===== config.mk =====
export PLATFORM = sky130hd
export DESIGN_NAME = fetch_unit
export DESIGN_NICKNAME = d
export VERILOG_FILES = /design/src/rtl/fetch_unit.sv
export SDC_FILE = /design/constraint.sdc
export NUM_CORES = 1
export LEC_CHECK = 0
export CORE_MARGIN = 2
export CORE_UTILIZATION = 43
export CTS_CLUSTER_DIAMETER = 50
export CTS_CLUSTER_SIZE = 20
export DETAILED_ROUTE_END_ITERATION = 7
export GPL_TIMING_DRIVEN = 0
export HOLD_SLACK_MARGIN = 0.1
export PLACE_DENSITY = 0.86
export SLEW_MARGIN = 10
export SYNTH_ARGS = -nofsm -noshare
export SYNTH_HDL_FRONTEND = slang
export SYNTH_SLANG_ARGS = --single-unit

===== constraint.sdc =====
create_clock -name clk -period 4.2 [get_ports clk]
set_input_delay 0.84 -clock clk [delete_from_list [all_inputs] [get_ports clk]]
set_output_delay 0.84 -clock clk [all_outputs]
set_load 0.005 [all_outputs]

===== src/rtl/fetch_unit.sv =====
// Instruction fetch unit: one outstanding imem request, a single-entry hold
// register toward decode, and branch redirect with stale-response discard.
module fetch_unit #(
    parameter logic [31:0] RESET_PC = 32'h0000_0000
) (
    input  logic        clk,
    input  logic        rst,
    output logic        imem_req,
    output logic [31:0] imem_addr,
    input  logic        imem_ack,
    input  logic [31:0] imem_rdata,
    input  logic        redirect,
    input  logic [31:0] redirect_pc,
    output logic        instr_valid,
    input  logic        instr_ready,
    output logic [31:0] instr,
    output logic [31:0] pc_out,
    output logic [10:0] ctrl_bits
);

    localparam int unsigned XLEN = 32;
    localparam logic [XLEN-1:0] NOP_INSTR = 32'h0000_0013;
    localparam logic [XLEN-1:0] PC_STEP   = 32'd4;

    typedef enum logic [1:0] {
        IDLE    = 2'd0,
        FETCH   = 2'd1,
        HOLD    = 2'd2,
        DISCARD = 2'd3
    } state_e;

    state_e state_q, state_d;

    logic [XLEN-1:0] pc_q, pc_d;
    logic [XLEN-1:0] req_addr_q, req_addr_d;
    logic [XLEN-1:0] instr_q, instr_d;
    logic [XLEN-1:0] pc_out_q, pc_out_d;
    logic            valid_q, valid_d;
    logic            imem_req_q, imem_req_d;
    logic [XLEN-1:0] target_pc;

    // Branch targets are forced word aligned.
    assign target_pc = redirect_pc & ~XLEN'(3);

    // State register.
    always_ff @(posedge clk or posedge rst) begin
        if (rst) begin
            state_q <= IDLE;
        end else begin
            state_q <= state_d;
        end
    end

    // Next-state logic; redirect outranks every other event.
    always_comb begin
        state_d = state_q;
        unique case (state_q)
            IDLE:    state_d = FETCH;
            FETCH: begin
                if (redirect) begin
                    state_d = imem_ack ? FETCH : DISCARD;
                end else if (imem_ack) begin
                    state_d = HOLD;
                end
            end
            HOLD: begin
                if (redirect || (valid_q && instr_ready)) begin
                    state_d = FETCH;
                end
            end
            DISCARD: begin
                if (imem_ack) begin
                    state_d = FETCH;
                end
            end
            default: state_d = IDLE;
        endcase
    end

    // Datapath next values; imem_req is decoded from the next state so it
    // leaves a flop with no input-to-output path.
    always_comb begin
        pc_d       = pc_q;
        req_addr_d = req_addr_q;
        instr_d    = instr_q;
        pc_out_d   = pc_out_q;
        valid_d    = valid_q;
        imem_req_d = (state_d == FETCH) || (state_d == DISCARD);
        unique case (state_q)
            IDLE: begin
                if (redirect) begin
                    pc_d       = target_pc;
                    req_addr_d = target_pc;
                end else begin
                    req_addr_d = pc_q;
                end
            end
            FETCH: begin
                if (redirect) begin
                    pc_d = target_pc;
                    if (imem_ack) begin
                        req_addr_d = target_pc;
                    end
                end else if (imem_ack) begin
                    instr_d  = imem_rdata;
                    pc_out_d = req_addr_q;
                    valid_d  = 1'b1;
                    pc_d     = pc_q + PC_STEP;
                end
            end
            HOLD: begin
                if (redirect) begin
                    valid_d    = 1'b0;
                    pc_d       = target_pc;
                    req_addr_d = target_pc;
                end else if (valid_q && instr_ready) begin
                    valid_d    = 1'b0;
                    req_addr_d = pc_q;
                end
            end
            DISCARD: begin
                if (redirect) begin
                    pc_d = target_pc;
                end
                if (imem_ack) begin
                    req_addr_d = redirect ? target_pc : pc_q;
                end
            end
            default: begin
                valid_d = 1'b0;
            end
        endcase
    end

    // Datapath registers.
    always_ff @(posedge clk or posedge rst) begin
        if (rst) begin
            pc_q       <= RESET_PC;
            req_addr_q <= RESET_PC;
            instr_q    <= NOP_INSTR;
            pc_out_q   <= RESET_PC;
            valid_q    <= 1'b0;
            imem_req_q <= 1'b0;
        end else begin
            pc_q       <= pc_d;
            req_addr_q <= req_addr_d;
            instr_q    <= instr_d;
            pc_out_q   <= pc_out_d;
            valid_q    <= valid_d;
            imem_req_q <= imem_req_d;
        end
    end

    assign imem_req    = imem_req_q;
    assign imem_addr   = req_addr_q;
    assign instr_valid = valid_q;
    assign instr       = instr_q;
    assign pc_out      = pc_out_q;
    assign ctrl_bits   = {instr_q[31], instr_q[14:12], instr_q[6:0]};

endmodule


# Yosys cells after proc, flatten, opt, wreduce, memory -nomap -nowiden
# Index checks and enable logic that the tools add are counted.
[op_classes] bitwise_logic=1 add_sub_neg=1 n_eq_ne=11 n_mux=21 reduce_logical=9
[ops] op="two-way mux 32 bit" n=8
[ops] op="case mux 32 bit (4 select lines)" n=1
[ops] op="case mux 32 bit (2 select lines)" n=1
[ops] op="adder 32 x 3 -> 32 bit, second input constant" n=1
[ops] op="two-way mux 2 bit" n=5
[ops] op="!= test 2 bit, second input constant" n=4
[ops] op="case mux 2 bit (4 select lines)" n=1
[ops] op="AND reduction 4 bit" n=2
[ops] op="equality test 2 bit, second input constant" n=3
[ops] op="!= test 3 bit, second input constant" n=2
[ops] op="equality test 2 x 1 -> 1 bit, second input constant" n=2
[ops] op="two-way mux 1 bit" n=4
[ops] op="AND reduction 3 bit" n=1
[ops] op="OR reduction 3 bit" n=1
[ops] op="logical NOT 2 bit" n=1
[ops] op="logical OR 1 bit" n=2
[ops] op="case mux 1 bit (2 select lines)" n=1
[ops] op="nonzero test 2 bit" n=1
[ops] op="logical AND 1 bit" n=1
[ops] op="inverter 1 bit" n=1
[word_totals] regBits=132

# Logic depth before layout (Yosys ltp)
[logic_depth] word_depth=6 mapped_depth=7

# Worst setup path after synthesis
# No wires, ideal clock.
[synth_timing] path_kind="input-to-reg" startpoint="input port redirect" endpoint="register instr_q[10] (netlist: instr[10])" t_arrival_ns=2.162 cell_stages=6 n_path_buf=3 setup_ns=0.125 path_slack_ns=1.913 t_required_ns=4.075 path_cell_list="or3b_1 -> buf_6 -> nor2_1 -> buf_2 -> buf_4 -> mux2_2"
[synth_via] elab_chain_cells=2
[synth_lines] item="from (decl)" line_no="12" source="input logic redirect,"
[synth_lines] item="inverter 1 bit (no line)"
[synth_lines] item="AND reduction 3 bit (no line)"
[synth_lines] item="to (signal assigned)" line_no="147" source="instr_q <= instr_d;"
[synth_lines] item="to (decl)" line_no="36" source="logic [XLEN-1:0] instr_q, instr_d;"
# No other way between the ends.
# A chain may end at the register's enable or synchronous reset.

# Final worst setup path
[layout_timing] startpoint="input port redirect" endpoint="register req_addr_q[31] (netlist: imem_addr[31])"
[layout_via] elab_chain_cells=3 word_cells_on_any_way=7 cone_classes="eq/ne: 2; mux: 4; reduce/logical: 1"
[layout_lines] item="two-way mux 32 bit"
[layout_lines] item="two-way mux 32 bit" line_no="125" source="if (imem_ack) begin"
[layout_lines] item="case mux 32 bit (4 select lines)" line_no="89" source="unique case (state_q)"
[layout_lines] item="to (signal assigned)" line_no="146" source="req_addr_q <= req_addr_d;"
[layout_lines] item="to (decl)" line_no="35" source="logic [XLEN-1:0] req_addr_q, req_addr_d;"
# Parallel ways exist; a longest one is shown, timed or not. The select of a mux whose other input is x is not followed.

==> flow_results.xml <==
<?xml version="1.0" encoding="UTF-8"?>
<metrics>
  <group name="run_status">
    <metric name="status" unit="">finished clean</metric>
  </group>
  <group name="floorplanning">
    <metric name="design.die.area" unit="um2">15100</metric>
    <metric name="initial_core_util" unit="%">44.0</metric>
    <metric name="chipHeight" unit="um">123</metric>
    <metric name="std_cell_rows" unit="">43</metric>
    <metric name="core_region_area" unit="um2">13800</metric>
    <metric name="top_level_ports" unit="">178</metric>
    <metric name="floorplan.die.width" unit="um">123</metric>
  </group>
  <group name="synthesis">
    <metric name="yosys_warnings" unit="">0</metric>
    <metric name="synth-edff-count" unit="">0</metric>
    <metric name="synth-main-ff-cell" unit="">dfrtp_1</metric>
    <metric name="synth-async-reset-ratio" unit="%">100</metric>
    <metric name="synth.lib_cells_used.distinct" unit="">48</metric>
    <metric name="synthesis.nets" unit="">605</metric>
    <metric name="postSynthRegisterBits" unit="">131</metric>
    <metric name="avgSynthCellArea" unit="um2">11.4</metric>
    <metric name="number_of_instances_in_the_synthesized_netlist" unit="">535</metric>
    <metric name="synthesis.area" unit="um2">6080</metric>
    <metric name="synth-seq-area-share" unit="%">54.0</metric>
  </group>
  <group name="sta">
    <metric name="final-max-slew-violation-count" unit="">0</metric>
    <metric name="final_min_period_over_clock_period" unit="%">71.9</metric>
    <metric name="fin_tns_setup" unit="ps">0</metric>
    <metric name="timing.final.setup_violations" unit="">0</metric>
    <metric name="finalWorstPathRequiredPeriod" unit="ps">3020</metric>
    <metric name="fmax" unit="MHz">331</metric>
    <metric name="rsz_0062_raised_after_global_routing" unit="">no</metric>
    <metric name="finalHoldViolCount" unit="">0</metric>
    <metric name="tightestPinTransition" unit="ps">868</metric>
    <metric name="max-slew-margin-rel" unit="%">42.2</metric>
    <metric name="skew" unit="ps">7.12</metric>
  </group>
  <group name="cts">
    <metric name="clock_tree_buffer_depth" unit="">2</metric>
    <metric name="hold_buffers" unit="">0</metric>
    <metric name="tritoncts_clock_tree" unit="">yes</metric>
    <metric name="number_of_levels_the_h_tree_was_split_into" unit="">4</metric>
    <metric name="clock_sinks" unit="">131</metric>
    <metric name="post-cts-setup-buffers" unit="">0</metric>
    <metric name="root_buffer" unit="">clkbuf_16</metric>
    <metric name="post_cts_resize_count" unit="">0</metric>
    <metric name="clock_transition_at_the_registers_of_the_reported_paths" unit="ps">60</metric>
    <metric name="insertion_delay" unit="ps">410</metric>
    <metric name="cts_inserted_buffers" unit="">17</metric>
  </group>
  <group name="layout">
    <metric name="finalNetCount" unit="">803</metric>
    <metric name="area_growth_syn_to_layout" unit="%">44.6</metric>
    <metric name="num_antenna_cells" unit="">0</metric>
    <metric name="final_layout_size_suffix_gt1_share" unit="%">18.6</metric>
  </group>
  <group name="critical_path">
    <metric name="reg2reg_to" unit="">pc_out[15]</metric>
    <metric name="worst_ep_required_time" unit="ps">4540</metric>
    <metric name="critical_path.endpoint_type" unit="">flop</metric>
    <metric name="worstSetupStartpointType" unit="">input pin</metric>
    <metric name="path_max_fanout" unit="">10</metric>
    <metric name="worstSetupPathType" unit="">input pin to flop</metric>
    <metric name="r2r_slack" unit="ps">1980</metric>
    <metric name="critPathArrivalTime" unit="ps">3360</metric>
    <metric name="worstReg2RegStart" unit="">state_q[1]</metric>
    <metric name="worst-r2r-cell-count" unit="">6</metric>
  </group>
  <group name="global_routing">
    <metric name="grt_antenna_before_repair" unit="">0</metric>
    <metric name="grt_pass1_vias" unit="">5085</metric>
    <metric name="grt_overflow_total" unit="">0</metric>
    <metric name="grt_pass1_wl" unit="mm">25.4</metric>
    <metric name="grt_start_max_net_pins" unit="">38</metric>
    <metric name="groute.usage.overall" unit="%">22.0</metric>
  </group>
  <group name="routing">
    <metric name="wl_per_cell" unit="um">17.7</metric>
    <metric name="dr.first_iter.drc_count" unit="">385</metric>
    <metric name="routed_via_density" unit="">5.46</metric>
    <metric name="vias" unit="">5053</metric>
    <metric name="drt_pre_antenna_iters" unit="">5</metric>
    <metric name="final_wirelength" unit="mm">16.4</metric>
    <metric name="postRouteAntennaNets" unit="">0</metric>
    <metric name="detail_route.drc_violations" unit="">0</metric>
  </group>
  <group name="placed_design">
    <metric name="place.port_buffers" unit="">175</metric>
    <metric name="place.detailed.hpwl" unit="mm">12.1</metric>
    <metric name="finalWeightedCongestion" unit="">0.901</metric>
  </group>
  <group name="pwr">
    <metric name="power.total" unit="mW">4.87</metric>
    <metric name="power.static_leakage" unit="nW">3.59</metric>
    <metric name="worst_ir_drop_vdd" unit="V">0.000287</metric>
    <metric name="power_per_cell_area" unit="nW/um2">554</metric>
  </group>
  <group name="worst_hold_path">
    <metric name="hold_depth" unit="">1</metric>
    <metric name="worstHoldPathType" unit="">flop to flop</metric>
    <metric name="hold_end" unit="">pc_q[31]</metric>
    <metric name="hold_start" unit="">pc_q[31]</metric>
  </group>
  <group name="flow_run">
    <metric name="max-cap-violations" unit="">0</metric>
  </group>
</metrics>
==> report_power, final <==
part	internal, mW	switching [mW]	total (mW)
logic	0.950	0.490	1.44
clock network	1.05	0.527	1.58
registers	1.61	0.243	1.85
==> layout by cell type (no fill, tap or decap), types with 17 or more instances in the layout <==
master,count
nand3_1,23
nand2_1,32
clkdlybuf4s50_1,175
mux2_2,68
a21oi_1,41
nor2_1,48
clkbuf_16,17
dfrtp_1,128
mux2i_1,37
buf_4,20
==> worst max-delay path by stage <==
stage             start             to  slack (ps)
2_1_floorplan       rst   imem_addr[0]        1740
3_3_place_gp        rst      instr[21]         620
3_5_place_dp   redirect  imem_addr[25]         780
4_1_cts        redirect  imem_addr[31]        1170
5_1_grt        imem_ack  imem_addr[19]         990
6_report       redirect  imem_addr[31]        1180
==> Yosys cell counts, drive strengths merged (6+ instances only) <==
master	instances	share of area, %
o31ai	6	0.74
nor2	50	3.4
buf	28	3.2
inv	7	0.43
nor2b	8	0.82
o21ai	15	1.2
a21oi	41	3.4
clkbuf	14	0.86
mux2i	37	6.1
mux2	68	13
and3	8	0.82
nand3	24	2.2
nand2	32	2.0
nand4	12	1.3
dfrtp	128	53
==> cell type report <==
class	count	area, um2
tap	180	225
clock inverter	10	153
buffer	42	245
timing repair buffer	179	1850
sequential	131	3280
fill	1053	5030
clock buffer	22	484
multi-input combinational	354	2520
inverter	8	33.8
==> critical path, cell delays in order <==
cell	delay, ps
clkdlybuf4s50_1	510
clkbuf_1	450
o21ai_0	140
a21oi_1	720
clkbuf_1	450
nor2_1	90
a21oi_1	140
==> logic make-up after synthesis <==
kind of cell	Yosys count	share of synthesized area, %
simple gates	159	13.5
flops	131	54.0
mux	105	18.7
compound gates	83	8.25
buf+inv	50	4.53
xor+xnor	6	0.864
fa+ha+maj	1	0.206
==> stage by stage <==
step                      utilization (%)  setup WS, ps  instance area [um2]  instances  hold slack (ps)
after floorplan                         -          1740                 6080        535              448
after global placement               58.3           623                 8060        890              466
after detailed placement             59.0           778                 8160        894              488
after CTS                            63.6          1170                 8790        926              495
after global routing                 63.6           995                 8790        926              518
final                                63.6          1180                 8790        926              491
==> routing by layer <==
metal | vias to the layer above | part of all wire, % | GRT usage (%)
met2 | 212 | 50 | 36.9
met5 | - | 0 | 0
li1 | 2317 | - | -
met1 | 2493 | 40 | 26.5
met4 | 0 | 2.5 | 10.6
met3 | 31 | 7.5 | 5.54
==> state kept, by name, indices dropped and copies added, names as in the netlist <==
register,count
imem_addr,32
instr,32
state_q,2
pc_out,32
pc_q,32
instr_valid,1
(Power assumes the default switching activity.)
